**src/rtl/alu_seq.sv**
```systemverilog
// alu_seq: multi-cycle execute ALU. It runs add/nand/sub/passb in one cycle.
// Shifts step one bit per cycle and multiply is shift-add, one multiplier bit per cycle.
// Ports: i_clk, i_rst (sync high), i_valid/o_ready request handshake,
// i_op/i_ina/i_inb operands, o_valid/i_ready result handshake,
// o_out result, o_eq/o_zero/o_carry/o_ovf flags held with o_out.
module alu_seq #(
  parameter int p_WORD_LEN = 16,
  parameter bit p_MUL_EN   = 1'b1
) (
  input  logic                  i_clk,
  input  logic                  i_rst,
  input  logic                  i_valid,
  output logic                  o_ready,
  input  logic [2:0]            i_op,
  input  logic [p_WORD_LEN-1:0] i_ina,
  input  logic [p_WORD_LEN-1:0] i_inb,
  output logic                  o_valid,
  input  logic                  i_ready,
  output logic [p_WORD_LEN-1:0] o_out,
  output logic                  o_eq,
  output logic                  o_zero,
  output logic                  o_carry,
  output logic                  o_ovf
);
  localparam int W  = p_WORD_LEN;
  localparam int LW = $clog2(W);
  localparam int CW = LW + 1;

  localparam logic [1:0] S_IDLE = 2'd0;
  localparam logic [1:0] S_BUSY = 2'd1;
  localparam logic [1:0] S_DONE = 2'd2;

  localparam logic [2:0] OP_ADD   = 3'd0;
  localparam logic [2:0] OP_NAND  = 3'd1;
  localparam logic [2:0] OP_SUB   = 3'd2;
  localparam logic [2:0] OP_SHL   = 3'd3;
  localparam logic [2:0] OP_SHR   = 3'd4;
  localparam logic [2:0] OP_SRA   = 3'd5;
  localparam logic [2:0] OP_MUL   = 3'd6;
  localparam logic [2:0] OP_PASSB = 3'd7;

  logic [1:0]    state_q, state_d;
  logic [2:0]    op_q, op_d;
  logic [W-1:0]  a_q, a_d;
  logic [W-1:0]  b_q, b_d;
  logic [W-1:0]  hi_q, hi_d;
  logic [W-1:0]  out_q, out_d;
  logic [CW-1:0] cnt_q, cnt_d;
  logic          eq_q, eq_d;
  logic          zero_q, zero_d;
  logic          carry_q, carry_d;
  logic          ovf_q, ovf_d;

  logic [W:0]    add_s, sub_s, mul_s;
  logic [LW-1:0] amt;
  logic [W-1:0]  shl_v, shr_v, sra_v;
  logic [W-1:0]  res;
  logic          res_c, res_v, fin;

  assign add_s = {1'b0, i_ina} + {1'b0, i_inb};
  assign sub_s = {1'b0, i_ina} + {1'b0, ~i_inb}
               + {{W{1'b0}}, 1'b1};
  assign amt   = i_inb[LW-1:0];

  assign shl_v = {a_q[W-2:0], 1'b0};
  assign shr_v = {1'b0, a_q[W-1:1]};
  assign sra_v = {a_q[W-1], a_q[W-1:1]};

  // {hi,b} is the product register; b shifts out
  // multiplier bits as product bits shift in.
  assign mul_s = {1'b0, hi_q}
               + (b_q[0] ? {1'b0, a_q} : '0);

  always_comb begin
    state_d = state_q;
    op_d    = op_q;
    a_d     = a_q;
    b_d     = b_q;
    hi_d    = hi_q;
    cnt_d   = cnt_q;
    out_d   = out_q;
    eq_d    = eq_q;
    zero_d  = zero_q;
    carry_d = carry_q;
    ovf_d   = ovf_q;
    res     = '0;
    res_c   = 1'b0;
    res_v   = 1'b0;
    fin     = 1'b0;
    unique case (state_q)
      S_IDLE: begin
        if (i_valid) begin
          op_d = i_op;
          a_d  = i_ina;
          b_d  = i_inb;
          hi_d = '0;
          eq_d = (i_ina == i_inb);
          fin  = 1'b1;
          case (i_op)
            OP_ADD: begin
              res   = add_s[W-1:0];
              res_c = add_s[W];
              res_v = (i_ina[W-1] == i_inb[W-1])
                    && (add_s[W-1] != i_ina[W-1]);
            end
            OP_NAND: res = ~(i_ina & i_inb);
            OP_SUB: begin
              res   = sub_s[W-1:0];
              res_c = sub_s[W];
              res_v = (i_ina[W-1] != i_inb[W-1])
                    && (sub_s[W-1] != i_ina[W-1]);
            end
            OP_SHL, OP_SHR, OP_SRA: begin
              if (amt == '0) begin
                res = i_ina;
              end else begin
                fin     = 1'b0;
                cnt_d   = CW'(amt);
                state_d = S_BUSY;
              end
            end
            OP_MUL: begin
              if (p_MUL_EN) begin
                fin     = 1'b0;
                cnt_d   = CW'(W);
                state_d = S_BUSY;
              end
            end
            OP_PASSB: res = i_inb;
            default: res = '0;
          endcase
        end
      end
      S_BUSY: begin
        cnt_d = cnt_q - CW'(1);
        case (op_q)
          OP_SHL: a_d = shl_v;
          OP_SHR: a_d = shr_v;
          OP_SRA: a_d = sra_v;
          OP_MUL: begin
            hi_d = mul_s[W:1];
            b_d  = {mul_s[0], b_q[W-1:1]};
          end
          default: a_d = a_q;
        endcase
        if (cnt_q == CW'(1)) begin
          fin   = 1'b1;
          res   = (op_q == OP_MUL) ? b_d : a_d;
          res_v = (op_q == OP_MUL) && (hi_d != '0);
        end
      end
      S_DONE: begin
        if (i_ready) state_d = S_IDLE;
      end
      default: state_d = S_IDLE;
    endcase
    if (fin) begin
      state_d = S_DONE;
      out_d   = res;
      zero_d  = (res == '0);
      carry_d = res_c;
      ovf_d   = res_v;
    end
  end

  always_ff @(posedge i_clk) begin
    if (i_rst) begin
      state_q <= S_IDLE;
      op_q    <= '0;
      a_q     <= '0;
      b_q     <= '0;
      hi_q    <= '0;
      cnt_q   <= '0;
      out_q   <= '0;
      eq_q    <= 1'b0;
      zero_q  <= 1'b0;
      carry_q <= 1'b0;
      ovf_q   <= 1'b0;
    end else begin
      state_q <= state_d;
      op_q    <= op_d;
      a_q     <= a_d;
      b_q     <= b_d;
      hi_q    <= hi_d;
      cnt_q   <= cnt_d;
      out_q   <= out_d;
      eq_q    <= eq_d;
      zero_q  <= zero_d;
      carry_q <= carry_d;
      ovf_q   <= ovf_d;
    end
  end

  assign o_ready = (state_q == S_IDLE);
  assign o_valid = (state_q == S_DONE);
  assign o_out   = out_q;
  assign o_eq    = eq_q;
  assign o_zero  = zero_q;
  assign o_carry = carry_q;
  assign o_ovf   = ovf_q;

endmodule

```
**config.mk**
```make
export PLATFORM = sky130hd
export DESIGN_NAME = alu_seq
export DESIGN_NICKNAME = d
export VERILOG_FILES = /design/src/rtl/alu_seq.sv
export SDC_FILE = /design/constraint.sdc
export NUM_CORES = 1
export LEC_CHECK = 0
export CAP_MARGIN = 20
export CORE_MARGIN = 10
export CORE_UTILIZATION = 60
export CTS_CLUSTER_DIAMETER = 100
export DETAILED_ROUTE_END_ITERATION = 10
export PLACE_DENSITY = 0.82
export SETUP_SLACK_MARGIN = 0.5
export SLEW_MARGIN = 25
export SYNTH_ARGS = -nofsm -noshare
export SYNTH_HDL_FRONTEND = slang
export SYNTH_SLANG_ARGS = --single-unit
```
**constraint.sdc**
```tcl
create_clock -name i_clk -period 2.9 [get_ports i_clk]
set_input_delay 0.29 -clock i_clk [delete_from_list [all_inputs] [get_ports i_clk]]
set_output_delay 0.29 -clock i_clk [all_outputs]
set_load 0.05 [all_outputs]
```
==> results.cfg, run 1 <==
[die]
start_util_pct = 60.9
dieWidth_um = 130
core.rowCount = 40
die_y_um = 130
top_level_ports = 61

[outcome]
status = stopped before the end
flow.stopped_at = global routing (5_1_grt)
tool.error = [ERROR GRT-0232] Routing congestion too high. Check the congestion heatmap in the GUI.

[logic_synthesis]
synthArstFlopShare_pct = 0
synth.most_common_cell = nor2_1
yosysUniqueCellTypes = 78
ys_seq_elements = 78
synth_flop_cell = dfxtp_1
synth_edf_count = 0
postSynthAreaPerCell_um2 = 7.19
syn_inst = 1009
synth_top_area_cell = dfxtp_1
yosysWarnings = 0
synth_top_area_share_pct = 21.5
post_synth_most_frequent_cells = nor2_1, nand2_1, dfxtp_1, a21oi_1, o21ai_0
syn-num-nets = 1101
synth_area_mm2 = 0.00725
synth_top_cells_by_area = dfxtp_1, ha_1, nor2_1, a21oi_1, nand2_1
yosysSeqAreaShare_pct = 21.5

[global_routing]
grt_max_degree = 79
gr-total-overflow = 31
grt_use_total_pct = 67.5
antenna_found_initial = 8

[clocking]
cts.sinks = 78
cts_buffers = 9
clock_path_buffers = 2
htreeDepth = 3
cts-root-buf = clkbuf_16

[placement]
place.gp.congestion = 1.02
numPortBuffers = 60
dp.final_hpwl_mm = 21.0
place_inst = 1335

[sta]
endpoint_type = register input
worst_endpoint = o_ovf$_SDFFE_PP0P_/D
[per-stage QoR]
step / hold slack [ps] / setup WS, ps / instance area, um2
3_5_place_dp: 446 / -616 / 9290
3_3_place_gp: 443 / -483 / 9290
2_1_floorplan: 438 / 375 / 7440
4_1_cts: 383 / 244 / 10400
[timing repair]
item / in CTS
hold buffers: 0
pin swaps: 72
buffers inserted: 30
resized for setup: 197
setup endpoints to repair: 24
[routing by layer]
layer / GRT overflow / GRT usage [%]
met5: 0 / 31.2
met4: 11 / 64.8
met3: 0 / 55.9
met2: 18 / 81.9
met1: 2 / 66.8
[logic make-up after synthesis]
family / count (synthesis) / share of synthesized area, %
compound gates: 323 / 30.0
simple gates: 390 / 25.0
buf+inv: 108 / 6.42
mux: 29 / 4.19
fa+ha+maj: 53 / 9.45
xor+xnor: 28 / 3.38
flops: 78 / 21.5
==> inputs of run 2 (changes only) <==
- CORE_UTILIZATION: 60 -> 40
- CTS_CLUSTER_DIAMETER: 100 -> default
- PLACE_DENSITY: 0.82 -> default
- PLACE_DENSITY_LB_ADDON: default -> 0.15
- SETUP_SLACK_MARGIN: 0.5 -> default
==> run 2 against run 1 <==
The flow now finishes without violations. Synthesized cell count stayed put. Synthesized area unchanged.
==> results.cfg, run 2 <==
[outcome]
status = finished, final reports clean

[sta]
setup_viol = 0
finClkSkew_ps = 12.4
max-slew-margin-rel_pct = 42.0
tns_ps = 0
timing_hold_violations_final = 0
fin_crit_sh_pct = 96.6
min_period_ps = 2800
max_freq_mhz = 357
tightest_slew_ps = 870
slew_viol_final = 0
setup_ws_ps = 97.3

[clocking]
clkLatencyLatePin_ps = 350
cts_buffers = 9
tritoncts = done
htreeDepth = 3
cts.sinks = 78
cts-root-buf = clkbuf_16
cts_hold_buf = 0
clock_path_buffers = 2
clk_pin_slew_ps = 60

[global_routing]
grt_use_total_pct = 22.4
gr-total-overflow = 0
antenna_found_initial = 0
grt_max_degree = 79
grt_pass1_wl_mm = 43.6
grt_pass1_vias = 8005

[critical_path]
worstPathArrival_ps = 3070
worstSetupStartpointType = input port
criticalPathCategory = input port to register
end_kind = register
crit_path_max_fanout = 2
cp.required_ps = 3170

[detailed_routing]
first_pass_iters = 5
ant_nets = 0
drt_iter0_markers = 622
totalWireLength_mm = 28.2
avgViaCountPerCell = 5.67
vias = 8379
wl_per_cell_um = 19.0
drcViolationCount = 0

[layout]
final_common_cell = buf_4
mostFrequentLayoutCells = buf_4, nor2_1, nand2_1
utilization_pct = 58.6
layout-drive-gt1-share_pct = 28.5
diodes = 0
design_area_mm2 = 0.0105
areaGrowthSynthToFinish_pct = 44.7
nets = 1337

[die]
core_mm2 = 0.0179
core.rowCount = 49
top_level_ports = 61
die_y_um = 155
start_util_pct = 40.5
dieWidth_um = 155
die-area_mm2 = 0.0239

[placement]
numPortBuffers = 60
placedInstanceArea_mm2 = 0.00946
dp.final_hpwl_mm = 22.2
place.gp.congestion = 0.948
dp_slack_ps = -644

[logic_synthesis]
synth_edf_count = 0
post_synth_most_frequent_cells = nor2_1, nand2_1, dfxtp_1, a21oi_1, o21ai_0
ys_seq_elements = 78
yosysWarnings = 0
yosysUniqueCellTypes = 78
yosysSeqAreaShare_pct = 21.5
synthArstFlopShare_pct = 0
syn-num-nets = 1101
synth_top_area_cell = dfxtp_1
synth_area_mm2 = 0.00725
synth_top_area_share_pct = 21.5
syn_inst = 1009
synth.most_common_cell = nor2_1
synth_top_cells_by_area = dfxtp_1, ha_1, nor2_1, a21oi_1, nand2_1
postSynthAreaPerCell_um2 = 7.19
synth_flop_cell = dfxtp_1

[pwr]
cellPowerDensity_mw_per_mm2 = 404
p_total_uw = 4240
leakagePower_uw = 0.00454
peakVddDrop_mv = 0.316

[job]
maxCapViolations = 0

[hold_path]
hold_path.class = input port to register
## run 2: power by group
group,internal (uW),switching (uW),total (uW)
sequential,1160,83.0,1240
combinational,746,940,1690
clock,840,467,1310
total,2740,1490,4240
## run 2: stage by stage
step           hold WS (ps)  cells
6_report                409   1479
5_1_grt                 441   1479
4_1_cts                 458   1471
3_5_place_dp            450   1443
3_3_place_gp            446   1443
2_1_floorplan           442   1009
## run 2: layout make-up
cell class	count	area, um2
Timing Repair Buffer	290	2450
Clock inverter	6	110
Tap cell	229	287
Clock buffer	10	229
Sequential cell	78	1570
Fill cell	1700	7410
Multi-Input combinational cell	823	5690
Inverter	43	161
## run 2: what timing repair did
item                       4_1_cts  5_1_grt
setup endpoints to repair        9       13
pin swaps                       17       39
gates resized for setup         32      100
setup buffers                   12        8
## run 2: final timing paths
| kind | endpoint | from | cells past startpoint | slack [ps] |
|---|---|---|---|---|
| setup / recovery | o_zero | i_inb[0] | 14 | 100 |
| hold / removal | b_q[4] | i_inb[4] | 4 | 410 |
| setup reg to reg | o_ovf | b_q[0] | 15 | 180 |
| hold reg to reg | o_out[1] | o_out[1] | 2 | 460 |
## run 2: worst max-delay path, cell delays in order
cell and delay, ps:
clkdlybuf4s15_1 220, buf_6 150, ha_4 150, fa_2 510
mux2_2 150, o22ai_1 70, a222oi_1 250, nor2_1 90
a21oi_2 150, and4_1 200, nand4_1 130, nor4_2 320
nand4_1 140, o31ai_2 240
## run 2: kinds of logic after synthesis
kind of cell,count (synthesis),share of synthesized area (%)
AOI/OAI and AO/OA,323,30.0
DFF,78,21.5
buffers and inverters,108,6.42
xor gates and xnor gates,28,3.38
and+or+nand+nor,390,25.0
adders and majority gates,53,9.45
muxes,29,4.19
## run 2: per-layer routing
layer	wire, um	global-route usage (%)	up-vias	part of all wire, %
li1	-	-	4151	-
met1	12400	28.5	3926	44
met2	13600	37.4	254	48
met3	1270	3.00	48	4.5
met4	935	8.37	0	3.3
met5	0	0	-	0
Note: power is estimated with default switching activity, not from simulation.
==> inputs of run 3 (changes only) <==
- CAP_MARGIN: 20 -> default
- CTS_CLUSTER_DIAMETER: default -> 200
- TNS_END_PERCENT: default -> 1
==> run 3 against run 2 <==
Register-to-register slack is essentially flat. Cell area is essentially flat. Die area is the same. Via count grew 0.27%. Power is essentially flat. Combinational power is essentially flat. Final cell count is essentially flat. Core utilization is essentially flat. Sequential power is essentially flat. Critical path type unchanged.
==> results.cfg, run 3 (same netlist as run 2, synthesis figures left out) <==
[critical_path]
worstPathArrival_ps = 3070
reg2reg_slack_ps = 180
cp_cell_sequence = clkdlybuf4s15_1 -> buf_6 -> ha_4 -> fa_2 -> mux2_2 -> o22ai_1 -> a222oi_1 -> nor2_1 -> a21oi_2 -> and4_1 -> nand4_1 -> nor4_2 -> nand4_1 -> o31ai_2
critical_path.top_delay_family = simple AND/OR/NAND/NOR gates
end_kind = register
worstSetupStartpointType = input port
criticalPathCategory = input port to register
path_buf_inv = 2
crit_path_frequent_cell = nand4_1
crit_path_max_fanout = 2
slowest_stage = fa_2
cp.required_ps = 3170
reg2reg_from = b_q[0]
worstSetupStartpoint = i_inb[0]
crit_path_max_incr_delay_ps = 510

[clocking]
cts-root-buf = clkbuf_16
tritoncts = done
cts.sinks = 78
clk_pin_slew_ps = 60
clkLatencyLatePin_ps = 350
htreeDepth = 3
cts_buffers = 9
clock_path_buffers = 2

[die]
core_mm2 = 0.0179
start_util_pct = 40.5
core.rowCount = 49
top_level_ports = 61
dieWidth_um = 155
die_y_um = 155
die-area_mm2 = 0.0239

[layout]
layout-drive-gt1-share_pct = 28.5
multi_input_area_mm2 = 0.00569
areaGrowthSynthToFinish_pct = 44.6
fill_cells = 1700
final_common_cell = buf_4
diodes = 0
nets = 1336
regArea_mm2 = 0.00157
mostFrequentLayoutCells = buf_4, nor2_1, nand2_1

[pwr]
combPwrFrac_pct = 39.8
pwr-share-seq_pct = 29.3
p_int_uw = 2740
cellPowerDensity_mw_per_mm2 = 404
p_clk_share_pct = 30.9
peakVddDrop_mv = 0.317
sw_frac_of_total_pct = 35.3
switching_power_uw = 1500
leakagePower_uw = 0.00452

[placement]
dp_slack_ps = -644
dp.final_hpwl_mm = 22.2
place.gp.congestion = 0.948
numPortBuffers = 60

[detailed_routing]
avgViaCountPerCell = 5.68
vias = 8402
wl_per_cell_um = 19.0
ant_nets = 0
drt_iter0_markers = 530
totalWireLength_mm = 28.2
drcViolationCount = 0
first_pass_iters = 6

[global_routing]
grt_max_degree = 79
met1_usage_pct = 28.5
grt-busiest-layer = met2
gr-total-overflow = 0
grt_use_met2_pct = 37.5
grt_pass1_wl_mm = 43.6
gr-usage-met3_pct = 3.00
antenna_found_initial = 0
grt_use_total_pct = 22.4
grt_pass1_vias = 7988

[sta]
hold_ws_ps = 407
min_period_ps = 2800
finClkSkew_ps = 11.6
fin_crit_sh_pct = 96.6
tightest_slew_ps = 872
tns_ps = 0
timing_hold_violations_final = 0
setup_ws_ps = 98.5
max-slew-margin-rel_pct = 41.9
setup_viol = 0
max_freq_mhz = 357
slew_viol_final = 0

[outcome]
status = finished, final reports clean

[hold_path]
hp-start = i_inb[4]
hold_path.class = input port to register

[job]
maxCapViolations = 0
## run 3: changes by cell type in the layout (fill, tap and decap cells not counted), sizes merged
| cell | before | now |
|---|---|---|
| buf | 231 | 230 |
| dlymetal6s2s | 18 | 17 |
| clkdlybuf4s50 | 39 | 40 |
## run 3: per-stage QoR
| step | total power (uW) | util (%) | area (um2) | std cells |
|---|---|---|---|---|
| floorplan | 2110 | - | 7250 | 1009 |
| global placement | 2780 | 52.8 | 9460 | 1443 |
| detailed placement | 2780 | 52.8 | 9460 | 1443 |
| CTS | 4130 | 56.0 | 10000 | 1470 |
| global route | 4430 | 58.6 | 10500 | 1478 |
| finish | 4240 | 58.6 | 10500 | 1478 |
## run 3: final timing paths
| kind | end | depth (start not counted) |
|---|---|---|
| max reg2reg | o_ovf | 15 |
| min | b_q[4] | 4 |
| min reg2reg | o_out[2] | 2 |
| max | o_zero | 14 |
## run 3: cell type report
type | instances | area share (%)
multi-input combinational | 823 | 54.3
timing repair buffer | 289 | 23.3
sequential | 78 | 15.0
tap | 229 | 2.73
clock buffer | 10 | 2.18
inverter | 43 | 1.54
clock inverter | 6 | 1.05
## run 3: timing repair
item	4_1_cts	5_1_grt
hold buffers	0	0
pin swaps	16	38
resized for setup	31	102
endpoints found under the setup margin	9	13
setup buffers	11	8
## run 3: power groups by stage
| stage | logic, uW | clock network (uW) | registers (uW) |
|---|---|---|---|
| global route | 1810 | 1360 | 1260 |
| global placement | 1520 | 0 | 1260 |
| finish | 1690 | 1310 | 1240 |
| floorplan | 796 | 0 | 1320 |
| CTS | 1570 | 1320 | 1240 |
| detailed placement | 1520 | 0 | 1260 |
## run 3: worst min-delay path, cell delays in order
cell	delay [ps]
dlymetal6s2s_1	150
inv_1	80
buf_4	110
a2111oi_0	70
## run 3: metal layers
| metal | vias to the layer above | routed length, um |
|---|---|---|
| met4 | 0 | 958 |
| met1 | 3927 | 12400 |
| met2 | 264 | 13500 |
| met3 | 53 | 1300 |
| met5 | - | 0 |
| li1 | 4158 | - |
==> inputs of run 4 (changes only) <==
- CTS_CLUSTER_SIZE: default -> 16
- DONT_BUFFER_PORTS: default -> 1
==> run 4 against run 3 <==
Critical path depth shrank 3. Final cell count shrank 12%. Count of clock-buffer cells in the layout fell by 1. Die area unchanged. Sequential cell count unchanged. Largest cell class unchanged. Combinational power decreased by 30%. Non-clock buffer count shrank 184.
==> results.cfg, run 4 (same netlist as run 2, synthesis figures left out) <==
[outcome]
status = finished, final reports clean

[sta]
hold_ws_ps = 8.69
max-slew-margin-rel_pct = 46.2
min_period_ps = 2760
finClkSkew_ps = 14.7
timing_hold_violations_final = 0
tightest_slew_ps = 800
fin_crit_sh_pct = 95.2
rsz0062_at_grt = true
max_freq_mhz = 362
slew_viol_final = 0
setup_viol = 0
tns_ps = 0

[job]
maxCapViolations = 0

[clocking]
clock_path_buffers = 2
cts-root-buf = clkbuf_16
htreeDepth = 3
clkLatencyLatePin_ps = 360
tritoncts = done
clk_pin_slew_ps = 70
cts.sinks = 78
cts_buffers = 9

[global_routing]
gr-total-overflow = 0
grt_use_total_pct = 20.6
grt_pass1_vias = 6974
antenna_found_initial = 0
grt_pass1_wl_mm = 39.6
grt_max_degree = 65

[layout]
layout-drive-gt1-share_pct = 14.4
final_common_cell = nor2_1
nets = 1152
diodes = 0
areaGrowthSynthToFinish_pct = 15.3
mostFrequentLayoutCells = nor2_1, buf_4, nand2_1

[pwr]
p_total_uw = 3630
cellPowerDensity_mw_per_mm2 = 434
leakagePower_uw = 0.00345
peakVddDrop_mv = 0.275

[critical_path]
reg2reg_depth = 11
crit_path_max_fanout = 7
reg2reg_from = b_q[0]
path_buf_inv = 1
reg2reg_to = o_ovf
cp.required_ps = 3180
endpoint = o_zero
reg2reg_slack_ps = 160
slowest_stage = or3_1
worstSetupStartpointType = input port
cp_cell_sequence = inv_1 -> ha_1 -> or3_1 -> a211oi_1 -> nor2b_1 -> xnor2_1 -> a211oi_1 -> nand4_1 -> nor4_2 -> nand4_1 -> o31ai_2
crit_path_max_incr_delay_ps = 480
worstSetupStartpoint = i_inb[8]
crit_cells = 11
end_kind = register
worstPathArrival_ps = 3040
criticalPathCategory = input port to register
critical_path.top_delay_family = simple AND/OR/NAND/NOR gates

[detailed_routing]
wl_per_cell_um = 20.2
first_pass_iters = 7
vias = 7662
drt_iter0_markers = 650
totalWireLength_mm = 26.2
avgViaCountPerCell = 5.92
ant_nets = 0
drcViolationCount = 0

[die]
die-area_mm2 = 0.0239
dieWidth_um = 155
core_mm2 = 0.0179
top_level_ports = 61
core.rowCount = 49
start_util_pct = 40.5
die_y_um = 155

[placement]
dp.final_hpwl_mm = 20.4
numPortBuffers = 0
place.gp.congestion = 0.956

[hold_path]
hold_path_depth = 1
hold_path.class = input port to register
hp-start = i_rst
run 4: how the worst min path moves through the flow:
stage,end,slack [ps]
after floorplan,b_q[3],440
after global placement,o_out[4],370
after detailed placement,o_out[4],370
after CTS,op_q[2],0.8
after global routing,a_q[14],-5
final,a_q[12],9
run 4: layout make-up:
class | instances | area (um2)
clock buffer | 9 | 225
timing repair buffer | 105 | 800
inverter | 43 | 161
tap | 229 | 287
sequential | 78 | 1570
fill | 1861 | 9540
clock inverter | 7 | 65.1
multi-input combinational | 823 | 5260
run 4: per-layer routing:
metal	vias to the layer above	wire length, um	track usage, %
met4	0	668	7.11
met3	49	1420	2.97
met2	273	12700	35.2
met5	-	0	0
met1	3570	11400	25.7
li1	3770	-	-
run 4: repair_timing:
| item | in CTS | in global routing |
|---|---|---|
| setup endpoints to repair | 1 | 5 |
| endpoints found under the hold margin | 16 | 1 |
| hold buffers | 1 | 2 |
| cloned | 0 | 0 |
| gates resized for setup | 1 | 12 |
| buffers inserted | 0 | 1 |
| pin swaps | 0 | 3 |
run 4: where the power goes:
part	total (uW)	switching, uW	internal (uW)
registers	1320	158	1160
logic	1190	695	491
clock network	1130	528	601
run 4: through the flow:
stage                     setup slack, ps  std cells  utilization (%)  cell area (um2)
after floorplan                       196       1009                -             7250
after CTS                            88.1       1291             46.4             8300
after global routing                -4.62       1294             46.7             8360
after global placement               -135       1274             44.6             7990
final                                 138       1294             46.7             8360
after detailed placement             -205       1274             44.6             7990
